## config.mk

```make
export PLATFORM = sky130hd
export DESIGN_NAME = tsu_axis_tx_mw
export DESIGN_NICKNAME = d
export VERILOG_FILES = /design/src/rtl/tsu_pkg.sv /design/src/rtl/tsu_ts_fifo.sv /design/src/rtl/tsu_axis_tx_mw.sv
export SDC_FILE = /design/constraint.sdc
export NUM_CORES = 1
export LEC_CHECK = 0
export CORE_UTILIZATION = 45
export CTS_CLUSTER_DIAMETER = 30
export DETAILED_ROUTE_END_ITERATION = 12
export PLACE_DENSITY = 0.61
export SETUP_SLACK_MARGIN = 0.2
export SYNTH_ARGS = -nofsm -noshare
export SYNTH_HDL_FRONTEND = slang
export SYNTH_SLANG_ARGS = --single-unit
```

## constraint.sdc

```tcl
create_clock -name mac_axis_aclk -period 6.47 [get_ports mac_axis_aclk]
set_input_delay 1.294 -clock mac_axis_aclk [delete_from_list [all_inputs] [get_ports mac_axis_aclk]]
set_output_delay 1.294 -clock mac_axis_aclk [all_outputs]
set_load 0.02 [all_outputs]
```

## src/rtl/tsu_pkg.sv

```systemverilog
// Shared constants and types for the TX timestamp unit: EtherType values, PTP field
// offsets, the timestamp record layout and the per-frame parser state.
package tsu_pkg;

    localparam logic [15:0] ETH_TYPE_PTP  = 16'h88F7;
    localparam logic [15:0] ETH_TYPE_VLAN = 16'h8100;

    localparam int unsigned ETH_TYPE_OFS     = 12;
    localparam int unsigned VLAN_ETYPE_OFS   = 16;
    localparam int unsigned PTP_OFS_UNTAGGED = 14;
    localparam int unsigned PTP_OFS_TAGGED   = 18;
    localparam int unsigned PTP_SEQ_OFS      = 30;

    localparam logic [3:0] PTP_MSG_SYNC        = 4'h0;
    localparam logic [3:0] PTP_MSG_DELAY_REQ   = 4'h1;
    localparam logic [3:0] PTP_MSG_PDELAY_REQ  = 4'h2;
    localparam logic [3:0] PTP_MSG_PDELAY_RESP = 4'h3;
    localparam logic [3:0] PTP_MSG_FOLLOW_UP   = 4'h8;

    localparam int unsigned TS_REC_TS_W = 64;

    // Record layout at the default 64-bit RTC width.
    typedef struct packed {
        logic [3:0]             msg_type;
        logic [15:0]            seq_id;
        logic [TS_REC_TS_W-1:0] ts;
    } ts_rec_t;

    // Width-independent leading part of a record; the timestamp is appended.
    typedef struct packed {
        logic [3:0]  msg_type;
        logic [15:0] seq_id;
    } ts_hdr_t;

    typedef struct packed {
        logic [15:0] tpid;      // bytes 12-13: EtherType, or TPID when tagged
        logic [15:0] etype;     // bytes 16-17, captured only when tagged
        logic [3:0]  msg_type;
        logic [15:0] seq_id;
        logic        seq_done;  // last sequence-ID byte has been seen
    } parse_t;

    typedef enum logic [0:0] {
        StIdle,
        StFrame
    } frame_st_e;

    function automatic logic is_event_msg(input logic [3:0] msg_type);
        return msg_type <= PTP_MSG_PDELAY_RESP;
    endfunction

endpackage

```

## src/rtl/tsu_ts_fifo.sv

```systemverilog
// Synchronous FIFO for timestamp records. A push into a full FIFO is accepted only when a
// pop happens in the same cycle; the read data is forced to zero while empty.
module tsu_ts_fifo #(
    parameter int unsigned Depth = 4,
    parameter int unsigned Width = 84
) (
    input  logic                     clk_i,
    input  logic                     rst_ni,
    input  logic                     push_i,
    input  logic [Width-1:0]         data_i,
    input  logic                     pop_i,
    output logic [Width-1:0]         data_o,
    output logic                     valid_o,
    output logic [$clog2(Depth):0]   count_o
);

    localparam int unsigned AW = $clog2(Depth);
    localparam logic [AW:0]   CNT_FULL = (AW + 1)'(Depth);
    localparam logic [AW:0]   CNT_ONE  = (AW + 1)'(1);
    localparam logic [AW-1:0] PTR_ONE  = AW'(1);

    logic [Width-1:0] mem_q [Depth];
    logic [AW-1:0]    wr_ptr_q, wr_ptr_d;
    logic [AW-1:0]    rd_ptr_q, rd_ptr_d;
    logic [AW:0]      count_q, count_d;
    logic             do_push, do_pop;

    assign valid_o = (count_q != '0);
    assign do_pop  = pop_i & valid_o;
    assign do_push = push_i & ((count_q != CNT_FULL) | do_pop);
    assign data_o  = valid_o ? mem_q[rd_ptr_q] : '0;
    assign count_o = count_q;

    always_comb begin
        wr_ptr_d = wr_ptr_q;
        rd_ptr_d = rd_ptr_q;
        count_d  = count_q;
        if (do_push) begin
            wr_ptr_d = wr_ptr_q + PTR_ONE;
        end
        if (do_pop) begin
            rd_ptr_d = rd_ptr_q + PTR_ONE;
        end
        case ({do_push, do_pop})
            2'b10:   count_d = count_q + CNT_ONE;
            2'b01:   count_d = count_q - CNT_ONE;
            default: count_d = count_q;
        endcase
    end

    always_ff @(posedge clk_i or negedge rst_ni) begin
        if (!rst_ni) begin
            wr_ptr_q <= '0;
            rd_ptr_q <= '0;
            count_q  <= '0;
        end else begin
            wr_ptr_q <= wr_ptr_d;
            rd_ptr_q <= rd_ptr_d;
            count_q  <= count_d;
        end
    end

    // Storage needs no reset: data_o is masked while the FIFO is empty.
    always_ff @(posedge clk_i) begin
        if (do_push) begin
            mem_q[wr_ptr_q] <= data_i;
        end
    end

endmodule

```

## src/rtl/tsu_axis_tx_mw.sv

```systemverilog
// Transmit-side timestamp unit: passes the MAC TX stream through untouched, stamps each
// frame at its first accepted beat and queues a record for every PTP event message.
module tsu_axis_tx_mw
    import tsu_pkg::*;
#(
    parameter int unsigned DATA_WIDTH = 8,
    parameter int unsigned TS_WIDTH   = 64,
    parameter int unsigned FIFO_DEPTH = 4
) (
    input  logic                  mac_axis_aclk,
    input  logic                  mac_axis_aresetn,
    input  logic [DATA_WIDTH-1:0] mac_axis_tdata,
    input  logic                  mac_axis_tvalid,
    input  logic                  mac_axis_tlast,
    output logic                  mac_axis_tready,
    output logic [DATA_WIDTH-1:0] mac_axis_out_tdata,
    output logic                  mac_axis_out_tvalid,
    output logic                  mac_axis_out_tlast,
    input  logic                  mac_axis_out_tready,
    input  logic [TS_WIDTH-1:0]   rtc_timer_in,
    output logic [TS_WIDTH+19:0]  ts_tdata,
    output logic                  ts_tvalid,
    input  logic                  ts_tready,
    output logic [15:0]           ts_overflow_cnt
);

    localparam int unsigned BYTES = DATA_WIDTH / 8;
    localparam int unsigned IDX_W = 10;
    localparam int unsigned REC_W = TS_WIDTH + 20;
    localparam int unsigned CNT_W = $clog2(FIFO_DEPTH) + 1;
    localparam logic [5:0]  BEAT_MAX = 6'd63;

    frame_st_e            state_q, state_d;
    logic [5:0]           beat_cnt_q, beat_cnt_d;
    parse_t               parse_q, parse_d;
    logic [TS_WIDTH-1:0]  ts_lat_q, ts_lat_d;
    logic [15:0]          ovf_q, ovf_d;

    logic                 hs, sof, push, pop, full, vlan;
    logic [5:0]           beat_num;
    logic [IDX_W-1:0]     beat_base, ofs;
    logic [15:0]          eff_type;
    logic [7:0]           lane_byte [BYTES];
    logic [IDX_W-1:0]     lane_idx [BYTES];
    ts_hdr_t              rec_hdr;
    logic [CNT_W-1:0]     fifo_cnt;

    assign mac_axis_out_tdata  = mac_axis_tdata;
    assign mac_axis_out_tvalid = mac_axis_tvalid;
    assign mac_axis_out_tlast  = mac_axis_tlast;
    assign mac_axis_tready     = mac_axis_out_tready;

    assign hs        = mac_axis_tvalid & mac_axis_out_tready;
    assign sof       = hs & (state_q == StIdle);
    assign beat_num  = sof ? 6'd0 : beat_cnt_q;
    assign beat_base = IDX_W'(beat_num) * IDX_W'(BYTES);

    for (genvar k = 0; k < BYTES; k++) begin : g_lane
        assign lane_byte[k] = mac_axis_tdata[8*k +: 8];
        assign lane_idx[k]  = beat_base + IDX_W'(k);
    end

    // Lanes are walked in wire order so a tag seen in an early lane moves the PTP offset
    // for later lanes of the same beat.
    always_comb begin
        parse_d = sof ? '0 : parse_q;
        vlan    = 1'b0;
        ofs     = IDX_W'(PTP_OFS_UNTAGGED);
        if (hs) begin
            for (int k = 0; k < BYTES; k++) begin
                if (lane_idx[k] == IDX_W'(ETH_TYPE_OFS))     parse_d.tpid[15:8] = lane_byte[k];
                if (lane_idx[k] == IDX_W'(ETH_TYPE_OFS + 1)) parse_d.tpid[7:0]  = lane_byte[k];
                vlan = (parse_d.tpid == ETH_TYPE_VLAN);
                ofs  = vlan ? IDX_W'(PTP_OFS_TAGGED) : IDX_W'(PTP_OFS_UNTAGGED);
                if (vlan && lane_idx[k] == IDX_W'(VLAN_ETYPE_OFS)) begin
                    parse_d.etype[15:8] = lane_byte[k];
                end
                if (vlan && lane_idx[k] == IDX_W'(VLAN_ETYPE_OFS + 1)) begin
                    parse_d.etype[7:0] = lane_byte[k];
                end
                if (lane_idx[k] == ofs) parse_d.msg_type = lane_byte[k][3:0];
                if (lane_idx[k] == ofs + IDX_W'(PTP_SEQ_OFS)) begin
                    parse_d.seq_id[15:8] = lane_byte[k];
                end
                if (lane_idx[k] == ofs + IDX_W'(PTP_SEQ_OFS + 1)) begin
                    parse_d.seq_id[7:0] = lane_byte[k];
                    parse_d.seq_done    = 1'b1;
                end
            end
        end
    end

    assign eff_type = (parse_d.tpid == ETH_TYPE_VLAN) ? parse_d.etype : parse_d.tpid;
    assign push     = hs & mac_axis_tlast & (eff_type == ETH_TYPE_PTP)
                    & is_event_msg(parse_d.msg_type) & parse_d.seq_done;
    assign pop      = ts_tvalid & ts_tready;
    assign full     = (fifo_cnt == CNT_W'(FIFO_DEPTH));

    assign rec_hdr.msg_type = parse_d.msg_type;
    assign rec_hdr.seq_id   = parse_d.seq_id;

    always_comb begin
        state_d    = state_q;
        beat_cnt_d = beat_cnt_q;
        ts_lat_d   = sof ? rtc_timer_in : ts_lat_q;
        ovf_d      = ovf_q;
        if (hs) begin
            state_d = mac_axis_tlast ? StIdle : StFrame;
            if (sof) begin
                beat_cnt_d = 6'd1;
            end else if (beat_cnt_q != BEAT_MAX) begin
                beat_cnt_d = beat_cnt_q + 6'd1;
            end
        end
        if (push && full && !pop && ovf_q != 16'hFFFF) begin
            ovf_d = ovf_q + 16'd1;
        end
    end

    always_ff @(posedge mac_axis_aclk or negedge mac_axis_aresetn) begin
        if (!mac_axis_aresetn) begin
            state_q    <= StIdle;
            beat_cnt_q <= '0;
            parse_q    <= '0;
            ts_lat_q   <= '0;
            ovf_q      <= '0;
        end else begin
            state_q    <= state_d;
            beat_cnt_q <= beat_cnt_d;
            parse_q    <= parse_d;
            ts_lat_q   <= ts_lat_d;
            ovf_q      <= ovf_d;
        end
    end

    assign ts_overflow_cnt = ovf_q;

    tsu_ts_fifo #(
        .Depth (FIFO_DEPTH),
        .Width (REC_W)
    ) u_ts_fifo (
        .clk_i   (mac_axis_aclk),
        .rst_ni  (mac_axis_aresetn),
        .push_i  (push),
        .data_i  ({rec_hdr, ts_lat_d}),
        .pop_i   (ts_tready),
        .data_o  (ts_tdata),
        .valid_o (ts_tvalid),
        .count_o (fifo_cnt)
    );

endmodule

```

==> After elaboration in Yosys (flattened, before gate mapping) <==
Memories as Yosys holds them, arrays and structs flattened.
Index checks and enable logic that the tools add are counted.
{ "totals": {"n_memories": 1, "regBits": 147, "input_bits": 78, "ramBits": 336, "output_inout_bits": 112, "latch_bits": 0, "rom_bits": 0} }
{ "mem_list": {"columns": ["memory", "words", "word_bits", "rd", "rd_clocked_by_memory_dff", "write_ports", "line_no", "text"], "rows": [
  ["u_ts_fifo.mem_q", 4, 84, 1, 0, 1, "tsu_ts_fifo.sv:22", "logic [Width-1:0] mem_q [Depth];"]
]} }
{ "op_classes": {"n_lt_le_gt_ge": 1, "n_mul": 0, "n_shift": 0, "bitwise": 10, "eq_ne": 16, "mux": 22, "n_addsub": 8, "n_div": 0, "n_reduce_logical": 10} }
{ "op_table": {"columns": ["operator", "n"], "rows": [
  ["$mux 53", 2],
  ["$mux 84", 1],
  ["$mux 64", 1],
  ["$mux 8", 7],
  ["$eq 16x16->1 const B", 3],
  ["$mux 6", 3],
  ["$add 16x1->16 const B", 1],
  ["$mux 16", 1],
  ["$ne 16x16->1 const B", 1],
  ["$add 5x5->6 const B", 2],
  ["$eq 6x4->1 const B", 2],
  ["$eq 6x5->1 const B", 2],
  ["$eq 6x6->1", 2],
  ["$mux 9", 1],
  ["$and 1x1->1", 8],
  ["$add 6x1->6 const B", 1],
  ["$eq 6x5->1", 1],
  ["$ne 6x6->1 const B", 1],
  ["$pmux 3 s2", 1],
  ["$logic_and 1x1->1", 5],
  ["$mux 5", 1],
  ["$add 2x1->2 const B", 2],
  ["$le 4x2->1 const B", 1],
  ["$mux 4", 1],
  ["other kinds (13)", 16]
]} }

==> Logic depth before layout (Yosys ltp) <==
Gate-level depths: netlist (run 1).
{ "depth": {"depth_word": 21, "mapped_depth": 17, "depth_no_buf": 14} }

==> Cells and area by module <==
A second synthesis (run 1) with hierarchy kept.
{ "unflattened": {"cells_unflattened": 1327, "hier_area_um2": 19746.4} }
{ "modules_own_cells": {"columns": ["mod", "area_per_inst_um2", "cells_per_inst", "seq_area_each_um2", "instances"], "rows": [
  ["tsu_ts_fifo", 13225.2, 585, 10264.8, 1],
  ["tsu_axis_tx_mw", 6521.3, 742, 3503.4, 1]
]} }

==> Least setup slack after synthesis (run 1) <==
OpenSTA, ideal clock, no wires.
{ "synth_path": {"path_type": "input to register", "from": "input port mac_axis_tdata[0]", "to": "memory u_ts_fifo.mem_q[0][0] (enable)", "setup_ns": 0.452, "path_slack_ns": 0.496, "cell_stages": 9, "path_buffers": 1, "required_time_ns": 6.018, "arrival_ns": 5.522, "path_cell_list": "clkbuf_1 -> or4_1 -> nor3_1 -> nor2_1 -> or4_4 -> o32ai_4 -> mux2i_1 -> and4bb_4 -> and2_1"} }
{ "synth_between": {"elab_chain_len": 14, "word_cells_on_any_way": 26, "classes_between": "add/sub (1); order compare (1); eq/ne (5); mux (13); bitwise (4); reduce/logical (2)"} }
{ "synth_lines": {"columns": ["item", "line_no", "text"], "rows": [
  ["start: declaration", "tsu_axis_tx_mw.sv:12", "input logic [DATA_WIDTH-1:0] mac_axis_tdata,"],
  ["parallel branches: the longest is 5 deep, another holds $eq 16x16->1", null, null],
  ["$mux 53 *", "tsu_axis_tx_mw.sv:69", "if (hs) begin"],
  ["$mux 16", "tsu_axis_tx_mw.sv:93", "assign eff_type = (parse_d.tpid == ETH_TYPE_VLAN) ? parse_d.etype : parse_d.tpid;"],
  ["$eq 16x16->1", "tsu_axis_tx_mw.sv:94", "assign push = hs & mac_axis_tlast & (eff_type == ETH_TYPE_PTP)"],
  ["$and 1x1->1", "tsu_axis_tx_mw.sv:94", null],
  ["$and 1x1->1", "tsu_axis_tx_mw.sv:95", "& is_event_msg(parse_d.msg_type) & parse_d.seq_done;"],
  ["$and 1x1->1 *", "tsu_axis_tx_mw.sv:95", null],
  ["$and 1x1->1 *", "tsu_ts_fifo.sv:30", "assign do_push = push_i & ((count_q != CNT_FULL) | do_pop);"],
  ["$mux 1 *", "tsu_ts_fifo.sv:65", "if (do_push) begin"],
  ["$mux 1 (implied by the code) *", "tsu_ts_fifo.sv:66", "mem_q[wr_ptr_q] <= data_i;"],
  ["end: declaration", "tsu_ts_fifo.sv:22", null]
]} }
Every way passes the cells marked *. The select of a mux whose other input is x is not followed.

==> Worst setup path after layout (run 1) <==
{ "layout_path": {"from": "input port mac_axis_tdata[0]", "to": "memory u_ts_fifo.mem_q[1][55] (enable)"} }
The elaborated chain is that of the path after synthesis.

==> run_results.csv, run 1 <==
group,metric,value,unit
grt,antenna_found_initial,0,
timing,max_slew_margin,0.320,
timing,finalSetupViolations,0,
grt,met2_usage,0.331,
pwr,p_per_area,427,mW/mm^2
routing,wirelength,44800,um
layout,final_cell_mix,"336 x edfxtp_1, 237 x nand2_1, 188 x clkdlybuf4s50_1, 145 x dfrtp_1, 97 x clkbuf_16",
timing,period_share,0.778,
floorplanning,dieArea,0.0445,sq mm
worst_hold_path,hold_depth,2,
job,drv_cap,0,
grt,grt.busiest_layer,"met2",
routing,vias,11437,
worst_hold_path,min_path_type,"reg2reg",
floorplanning,die_w,211,um
layout,n_fill_cell,3329,
grt,grt_max_degree,87,
routing,wl_per_cell,20.6,um
yosys,synth-main-ff-cell,"edfxtp_1",
floorplanning,initial_utilization,0.456,
routing,drc,0,
routing,drtIter0Drc,653,
yosys,yosysUniqueCellTypes,71,
layout,final_nets,1593,
status,status,"complete, no violations",
worst_setup_path,r2r_start,"beat_cnt_q[5]$_DFFE_PN0P_",
timing,hold_viol_final,0,
worst_setup_path,cp-start-kind,"input port",
floorplanning,core-area,0.0431,sq mm
grt,grt_pass1_wl,69900,um
timing,fin_skew,22.3,ps
cts,worstSkewPairLatency,600,ps
floorplanning,rows,76,
timing,fmax,0.199,GHz
grt,use_met1,0.287,
yosys,synth_seq_cells,483,
placed_design,dpl.hpwl,27200,um
layout,final_common_cell,"edfxtp_1",
cts,htree_num_levels,3,
routing,ant_nets,0,
pwr,power.leakage,9.70,nW
layout,antenna_cells,0,
worst_hold_path,whs_endpoint,"parse_q[23]$_DFF_PN0_",
cts,cts.sinks,483,
cts,cts_tree,"yes",
placed_design,port-buffer-count,189,
timing,fin_crit,5030,ps
layout,area_growth_syn_to_layout,29.7,%
yosys,netlist_area,0.0196,sq mm
yosys,syn_nets,1362,
cts,cts-resized-gates,0,
timing,drv_slew,0,
yosys,synth_edf_count,336,
worst_setup_path,crit_slowest_cell,"clkdlybuf4s50_1",
routing,dr.pass1.iters,4,
pwr,ir_worst_vdd,0.000284,V
routing,viasPerCell,5.27,
worst_setup_path,rr_endpoint,"u_ts_fifo.mem_q[1][55]$_DFFE_PP_",
yosys,avgSynthCellArea,15.4,sq um
yosys,synthArstFlopShare,0.304,
cts,cts.path.max_buffers,3,
timing,grt_setup_unrepaired,"no",
worst_setup_path,endpoint_kind,"flip-flop",
grt,track_usage,0.208,
cts,postCtsSetupBuffers,0,
floorplanning,top_level_ports,190,
placed_design,place_congestion,0.867,
worst_setup_path,r2r_cells,9,
grt,grt_pass1_vias,11954,
cts,holdBufCountCts,0,
pwr,power,0.0109,W
worst_setup_path,crit_chain,"clkdlybuf4s50_1, or4_1, nor3_1, or2_1, nand4_1, mux2i_1, a31o_2, and4bb_4, and2_4, buf_12",
yosys,yosysWarnings,0,
worst_hold_path,worstHoldStart,"parse_q[23]$_DFF_PN0_",
worst_setup_path,max_stage_delay,600,ps
worst_setup_path,worstPathRequired,6730,ps
worst_setup_path,arrival,5300,ps
yosys,ys_top_cells_by_area,"edfxtp_1 51%, dfrtp_1 19%, mux4_2 9.6%, nand2_1 4.5%, and2_1 3.0%",
cts,cts-buffers-inserted,95,
grt,use_met3,0.0446,
cts,clkSlewWorstSetupHoldPaths,50,ps
yosys,synth_top_cell_area_share,0.514,
timing,final.setup.tns,0,ps
cts,root_buffer,"clkbuf_16",
yosys,yosysSeqAreaShare,0.701,
yosys,synthCells,1276,
floorplanning,die_h,211,um
worst_setup_path,worstPathMaxFanout,35,
worst_setup_path,reg2reg_slack,1930,ps
grt,globalRouteOverflowTotal,0,
timing,tightest_slew,1010,ps
layout,drive_gt1_frac,0.181,
yosys,yosysTopAreaCell,"edfxtp_1",
worst_setup_path,critPathKind,"in2reg",
-- cell usage after synthesis, types with 14 or more instances --
cell type and count:
clkbuf_1 50, inv_1 22, dfrtp_1 147, nand3_1 37
and2_1 94, mux2i_1 14, xnor2_1 15, nor2_1 22
mux4_2 84, edfxtp_1 336, nand4_1 23, nand2_1 237
a22o_1 17, o21ai_0 27
-- area by class of cell --
class                      count  area, sq um  area share
multi-input combinational    695         5450       0.214
clock inverter                57          659      0.0259
inverter                      23         86.3     0.00339
tap                          585          732      0.0288
timing repair buffer         209         2160      0.0847
sequential                   483        13800       0.541
clock buffer                 120         2590       0.102
-- logic make-up (layout without fill, tap and decap cells) --
family	count (synthesis)	after routing	share of synthesized area
and+or+nand+nor	471	471	0.119
xor gates and xnor gates	25	25	0.0112
adders and majority gates	8	8	0.00548
DFF	483	483	0.701
AOI/OAI and AO/OA	91	91	0.0364
buffers and inverters	98	409	0.0219
muxes	100	100	0.105
-- routing by layer --
| layer | share of wire | wire length (um) |
|---|---|---|
| met5 | 0 | 0 |
| met4 | 0.017 | 741 |
| met3 | 0.055 | 2460 |
| met2 | 0.49 | 21800 |
| met1 | 0.44 | 19800 |
-- critical path: cells and delay by family --
family	cells	cell delay, ps
buffers and inverters	2	900
muxes	1	330
AOI/OAI and AO/OA	1	400
and+or+nand+nor	6	2330
-- registers in the layout (all words and copies together) (netlist names) --
| name | cells |
|---|---|
| u_ts_fifo.mem_q | 336 |
| ts_lat_q | 64 |
| parse_q | 53 |
| ts_overflow_cnt | 16 |
| beat_cnt_q | 6 |
| u_ts_fifo.count_o | 3 |
| u_ts_fifo.rd_ptr_q | 2 |
| u_ts_fifo.wr_ptr_q | 2 |
| state_q | 1 |
-- per-stage QoR --
| step | cell area, sq um | setup slack, ps | utilization | hold slack (ps) | instances |
|---|---|---|---|---|---|
| 6_report | 25500 | 1440 | 0.591 | 490 | 2172 |
| 3_5_place_dp | 22200 | 844 | 0.515 | 484 | 1995 |
| 5_1_grt | 25500 | 1160 | 0.591 | 518 | 2172 |
| 2_1_floorplan | 19600 | 496 | - | 457 | 1276 |
| 4_1_cts | 25500 | 1470 | 0.591 | 494 | 2172 |
| 3_3_place_gp | 22200 | 948 | 0.515 | 480 | 1995 |
-- where the power goes --
part / internal, W / total, W / leakage (nW) / switching [W]
Clock: 0.00328 / 0.00485 / 1.57 / 0.00157
Sequential: 0.00350 / 0.00373 / 5.08 / 0.000223
Combinational: 0.00115 / 0.00229 / 3.05 / 0.00114
-- worst max path at each step --
stage | depth (start not counted) | end | start
floorplan | 9 | u_ts_fifo.mem_q[0][0]$_DFFE_PP_ | mac_axis_tdata[0]
global placement | 10 | u_ts_fifo.mem_q[0][57]$_DFFE_PP_ | mac_axis_tdata[0]
detailed placement | 10 | u_ts_fifo.mem_q[1][57]$_DFFE_PP_ | mac_axis_tdata[0]
CTS | 10 | u_ts_fifo.mem_q[0][54]$_DFFE_PP_ | mac_axis_tdata[0]
global route | 10 | u_ts_fifo.mem_q[0][54]$_DFFE_PP_ | mac_axis_tdata[0]
finish | 10 | u_ts_fifo.mem_q[1][55]$_DFFE_PP_ | mac_axis_tdata[0]
Power figures use the tool's default switching activity.
==> run 2: changes to the inputs <==
clock period = 4.85 ns   (was 6.47 ns; I/O delays follow)
==> run 2 against run 1 <==
  * Global-route usage increased by 0.68 points
  * Critical endpoint is now ts_tdata[28]
  * Worst hold slack got worse by 69 ps
  * Largest cell class unchanged
  * Total power increased by 34%
==> run_results.csv, run 2 (synthesized netlist as in run 1, its figures left out) <==
group,metric,value,unit
cts,clkSlewWorstSetupHoldPaths,50,ps
timing,finalSetupViolations,0,
layout,largestRegisters,"u_ts_fifo.mem_q x336, ts_lat_q x64, parse_q x53",
layout,fin_cells,2200,
pwr,p_clk_frac,0.447,
worst_setup_path,endpoint_kind,"output port",
worst_setup_path,worstPathMaxFanout,52,
cts,cts-resized-gates,0,
layout,final_common_cell,"edfxtp_1",
grt,use_met1,0.292,
timing,period_share,0.847,
placed_design,placed_area,0.0225,sq mm
pwr,power,0.0146,W
timing,hold_viol_final,0,
grt,grt_max_degree,83,
pwr,ir_worst_vdd,0.000321,V
routing,viasPerCell,5.27,
worst_setup_path,worstPathRequired,3880,ps
timing,fmax,0.243,GHz
layout,finalInstanceArea,0.0258,sq mm
grt,grt.busiest_layer,"met2",
routing,wl_per_cell,20.9,um
pwr,pwr-share-comb,0.220,
pwr,p_per_area,566,mW/mm^2
floorplanning,die_w,211,um
routing,wirelength,46100,um
timing,fin_crit,4110,ps
worst_setup_path,critPathKind,"reg2out",
routing,drc,0,
cts,cts.sinks,483,
routing,dr.pass1.iters,5,
layout,largest_register,"u_ts_fifo.mem_q",
grt,grt_pass1_vias,12248,
timing,drv_slew,0,
cts,root_buffer,"clkbuf_16",
pwr,p_seq_frac,0.333,
pwr,power.leakage,9.88,nW
grt,globalRouteOverflowTotal,0,
pwr,p_int,0.0106,W
timing,fin_skew,29.9,ps
floorplanning,die_h,211,um
floorplanning,rows,76,
cts,htree_num_levels,3,
layout,drive_gt1_frac,0.197,
timing,max_slew_margin,0.436,
grt,use_met3,0.0343,
floorplanning,top_level_ports,190,
pwr,sw_frac_of_total,0.274,
job,drv_cap,0,
grt,antenna_found_initial,0,
worst_setup_path,arrival,3140,ps
cts,cts-buffers-inserted,92,
grt,grt_pass1_wl,71700,um
timing,grt_setup_unrepaired,"no",
layout,finish.utilization,0.599,
placed_design,dpl.hpwl,28600,um
timing,tightest_slew,846,ps
cts,worstSkewPairLatency,630,ps
grt,met2_usage,0.355,
routing,drtIter0Drc,765,
grt,track_usage,0.215,
layout,area_growth_syn_to_layout,31.4,%
cts,cts_tree,"yes",
status,status,"complete, no violations",
routing,ant_nets,0,
layout,final_nets,1621,
cts,postCtsSetupBuffers,0,
placed_design,dp_cells,2026,
floorplanning,core-area,0.0431,sq mm
timing,final.setup.tns,0,ps
cts,holdBufCountCts,0,
routing,vias,11593,
layout,antenna_cells,0,
worst_setup_path,cp-start-kind,"flip-flop",
cts,cts.path.max_buffers,3,
floorplanning,dieArea,0.0445,sq mm
worst_hold_path,min_path_type,"in2async",
pwr,p_switching,0.00401,W
placed_design,port-buffer-count,189,
placed_design,place_congestion,0.874,
floorplanning,initial_utilization,0.456,
layout,largest_reg_flops,336,
layout,final_cell_mix,"336 x edfxtp_1, 237 x nand2_1, 188 x clkdlybuf4s50_1, 145 x dfrtp_1, 93 x clkbuf_16",
==> run 2: cell types whose count changed in the layout (fill, tap and decap cells not counted), moves of 4 or more <==
| cell | before | now |
|---|---|---|
| clkbuf_1 | 15 | 10 |
| buf_12 | 9 | 15 |
| clkbuf_8 | 8 | 4 |
| buf_4 | 11 | 36 |
| clkbuf_16 | 97 | 93 |
==> run 2: worst max-delay path: stages, from the launching register on <==
cell and delay (ps):
dfrtp_1 400, or3_2 820, buf_4 430, and2_1 240, clkdlybuf4s50_1 600
==> run 2: power groups by stage <==
| stage | sequential, W | combinational (W) | clock (W) |
|---|---|---|---|
| 2_1_floorplan | 0.00479 | 0.00202 | 0 |
| 3_3_place_gp | 0.00492 | 0.00327 | 0 |
| 3_5_place_dp | 0.00493 | 0.00328 | 0 |
| 4_1_cts | 0.00486 | 0.00329 | 0.00663 |
| 5_1_grt | 0.00488 | 0.00346 | 0.00682 |
| 6_report | 0.00486 | 0.00322 | 0.00653 |
==> run 2: final cells by class <==
type / count / area [sq um]
well taps: 585 / 732
repair buffers: 240 / 2460
inverters: 23 / 86.3
flip-flops and latches: 483 / 13800
multi-input cells: 695 / 5450
fillers: 3287 / 17300
clock inverters: 67 / 855
clock buffers: 107 / 2420
==> run 2: per-layer routing <==
layer | up-vias | wire length (um)
li1 | 5312 | -
met1 | 5878 | 20300
met2 | 344 | 22700
met3 | 59 | 2200
met4 | 0 | 832
met5 | - | 0
==> run 2: final timing paths <==
path                                                  startpoint                          endpoint  slack, ps  cells past startpoint
worst max-delay path            u_ts_fifo.count_o[2]$_DFFE_PN0P_                      ts_tdata[28]        740                      4
worst min-delay path                            mac_axis_aresetn   ts_overflow_cnt[12]$_DFFE_PN0P_        420                      1
worst max register to register               state_q$_DFFE_PN0N_  u_ts_fifo.mem_q[2][26]$_DFFE_PP_        920                     11
worst min register to register             parse_q[23]$_DFF_PN0_             parse_q[23]$_DFF_PN0_        490                      2
max in group asynchronous                       mac_axis_aresetn             ts_lat_q[1]$_DFF_PN0_       3500                      2
min in group mac_axis_aclk                 parse_q[23]$_DFF_PN0_             parse_q[23]$_DFF_PN0_        490                      2
==> run 2: metrics by stage <==
stage               worst slack (ps)  hold slack [ps]
global route                     579              495
detailed placement               114              477
finish                           741              422
CTS                              687              470
global placement                 186              477
floorplan                        127              457
==> run 3: changes to the inputs <==
clock period = 3.9 ns   (was 4.85 ns; I/O delays follow)
==> run 3 against run 2 <==
  * Via count is 3.0% higher
  * Die area stayed put
  * Largest cell class unchanged
  * Setup slack worse by 430 ps
==> run_results.csv, run 3 (synthesized netlist as in run 1, its figures left out) <==
group,metric,value,unit
floorplanning,initial_utilization,0.456,
cts,cts.sinks,483,
grt,globalRouteOverflowTotal,0,
placed_design,port-buffer-count,189,
floorplanning,top_level_ports,190,
routing,viasPerCell,5.23,
floorplanning,rows,76,
layout,final_common_cell,"edfxtp_1",
job,drv_cap,0,
timing,max_slew_margin,0.486,
timing,finalSetupViolations,0,
cts,cts-buffers-inserted,99,
pwr,ir_worst_vdd,0.000360,V
cts,root_buffer,"clkbuf_16",
worst_setup_path,worstPathMaxFanout,40,
timing,hold_viol_final,0,
pwr,power.leakage,10.4,nW
layout,largestRegisters,"u_ts_fifo.mem_q x336, ts_lat_q x64, parse_q x53",
layout,largest_reg_flops,336,
cts,holdBufCountCts,0,
layout,area_growth_syn_to_layout,35.7,%
grt,grt_pass1_vias,12505,
timing,tightest_slew,763,ps
grt,grt_pass1_wl,72300,um
timing,fin_crit,3590,ps
routing,vias,11939,
layout,finish.utilization,0.618,
floorplanning,die_w,211,um
layout,final_cell_mix,"336 x edfxtp_1, 237 x nand2_1, 180 x clkdlybuf4s50_1, 140 x dfrtp_1, 101 x clkbuf_16",
worst_hold_path,min_path_type,"in2async",
placed_design,dp_cells,2081,
floorplanning,core-area,0.0431,sq mm
layout,drive_gt1_frac,0.245,
layout,final_nets,1701,
cts,clkSlewWorstSetupHoldPaths,40,ps
layout,regArea,0.0138,sq mm
placed_design,place_congestion,0.880,
worst_setup_path,r2r_start,"beat_cnt_q[2]$_DFFE_PN0P_",
worst_setup_path,rr_endpoint,"u_ts_fifo.count_o[2]$_DFFE_PN0P_",
layout,largest_register,"u_ts_fifo.mem_q",
timing,fmax,0.279,GHz
timing,drv_slew,0,
worst_setup_path,crit_end,"ts_tdata[48]",
worst_setup_path,cp-start-kind,"flip-flop",
layout,n_fill_cell,3191,
routing,wl_per_cell,20.8,um
routing,drtIter0Drc,799,
grt,grt_max_degree,58,
pwr,sw_frac_of_total,0.269,
layout,multi_input_area,0.00555,sq mm
worst_setup_path,endpoint_kind,"output port",
worst_setup_path,r2r_cells,14,
cts,worstSkewPairLatency,600,ps
floorplanning,die_h,211,um
timing,fin_skew,21.2,ps
placed_design,dpl.hpwl,30000,um
routing,ant_nets,0,
worst_setup_path,crit_start,"u_ts_fifo.rd_ptr_q[1]$_DFFE_PN0P_",
worst_setup_path,critPathKind,"reg2out",
pwr,power,0.0185,W
routing,wirelength,47600,um
floorplanning,dieArea,0.0445,sq mm
pwr,p_switching,0.00497,W
pwr,p_per_area,695,mW/mm^2
cts,htree_num_levels,3,
layout,finalInstanceArea,0.0266,sq mm
timing,period_share,0.921,
cts,cts.path.max_buffers,3,
routing,dr.pass1.iters,5,
layout,fin_cells,2284,
worst_setup_path,worstPathRequired,3120,ps
routing,drc,0,
grt,track_usage,0.217,
pwr,p_seq_frac,0.327,
status,status,"complete, no violations",
timing,grt_setup_unrepaired,"yes",
placed_design,placed_area,0.0230,sq mm
pwr,p_clk_frac,0.447,
pwr,pwr-share-comb,0.226,
cts,cts_tree,"yes",
worst_setup_path,reg2reg_slack,320,ps
grt,antenna_found_initial,0,
layout,antenna_cells,0,
pwr,p_int,0.0135,W
worst_setup_path,arrival,2810,ps
-- run 3: worst max-delay path, stage by stage (launching register included) --
cell	delay (ps)
dfrtp_4	850
buf_4	340
mux4_2	310
and2_1	170
clkdlybuf4s50_1	540
-- run 3: power by group through the flow --
stage | Sequential, W | Combinational (W) | Clock, W
detailed placement | 0.00617 | 0.00416 | 0
global route | 0.00608 | 0.00448 | 0.00865
CTS | 0.00606 | 0.00423 | 0.00840
finish | 0.00606 | 0.00418 | 0.00826
global placement | 0.00617 | 0.00414 | 0
floorplan | 0.00596 | 0.00253 | 0
-- run 3: what timing repair did --
item,in CTS,in global routing
buffers inserted,1,16
pin swaps,0,13
gates cloned,0,1
setup endpoints to repair,55,25
gates resized for setup,1,23
-- run 3: cell type report --
cell class                      instances  share of cell area
Tap cell                              585              0.0275
Clock inverter                         55              0.0211
Timing Repair Buffer                  312               0.117
Sequential cell                       483               0.517
Multi-Input combinational cell        696               0.208
Inverter                               23             0.00324
Clock buffer                          130               0.105
-- run 3: worst min path at each step --
| stage | slack (ps) | cells after the start | start | to |
|---|---|---|---|---|
| floorplan | 450 | 1 | u_ts_fifo.count_o[2]$_DFFE_PN0P_ | u_ts_fifo.count_o[2]$_DFFE_PN0P_ |
| global placement | 470 | 1 | u_ts_fifo.count_o[2]$_DFFE_PN0P_ | u_ts_fifo.count_o[2]$_DFFE_PN0P_ |
| detailed placement | 480 | 1 | u_ts_fifo.count_o[2]$_DFFE_PN0P_ | u_ts_fifo.count_o[2]$_DFFE_PN0P_ |
| CTS | 70 | 1 | mac_axis_aresetn | parse_q[38]$_DFF_PN0_ |
| global route | 90 | 1 | mac_axis_aresetn | parse_q[38]$_DFF_PN0_ |
| finish | 100 | 1 | mac_axis_aresetn | ts_overflow_cnt[2]$_DFFE_PN0P_ |
-- run 3: layer usage --
layer,vias to the layer above,track usage,part of all wire
met5,-,0,0
met4,0,0.0747,0.023
met3,76,0.0476,0.055
met2,343,0.358,0.49
met1,6055,0.284,0.43
li1,5465,-,-
-- run 3: stage by stage --
stage / setup TNS [ps] / hold WS (ps) / worst slack (ps)
after floorplan: -6090 / 454 / -18.1
after global placement: -66560 / 474 / -331
after detailed placement: -95440 / 481 / -421
after CTS: 0 / 71.8 / 236
after global routing: 0 / 92.3 / 143
final: 0 / 96.4 / 310
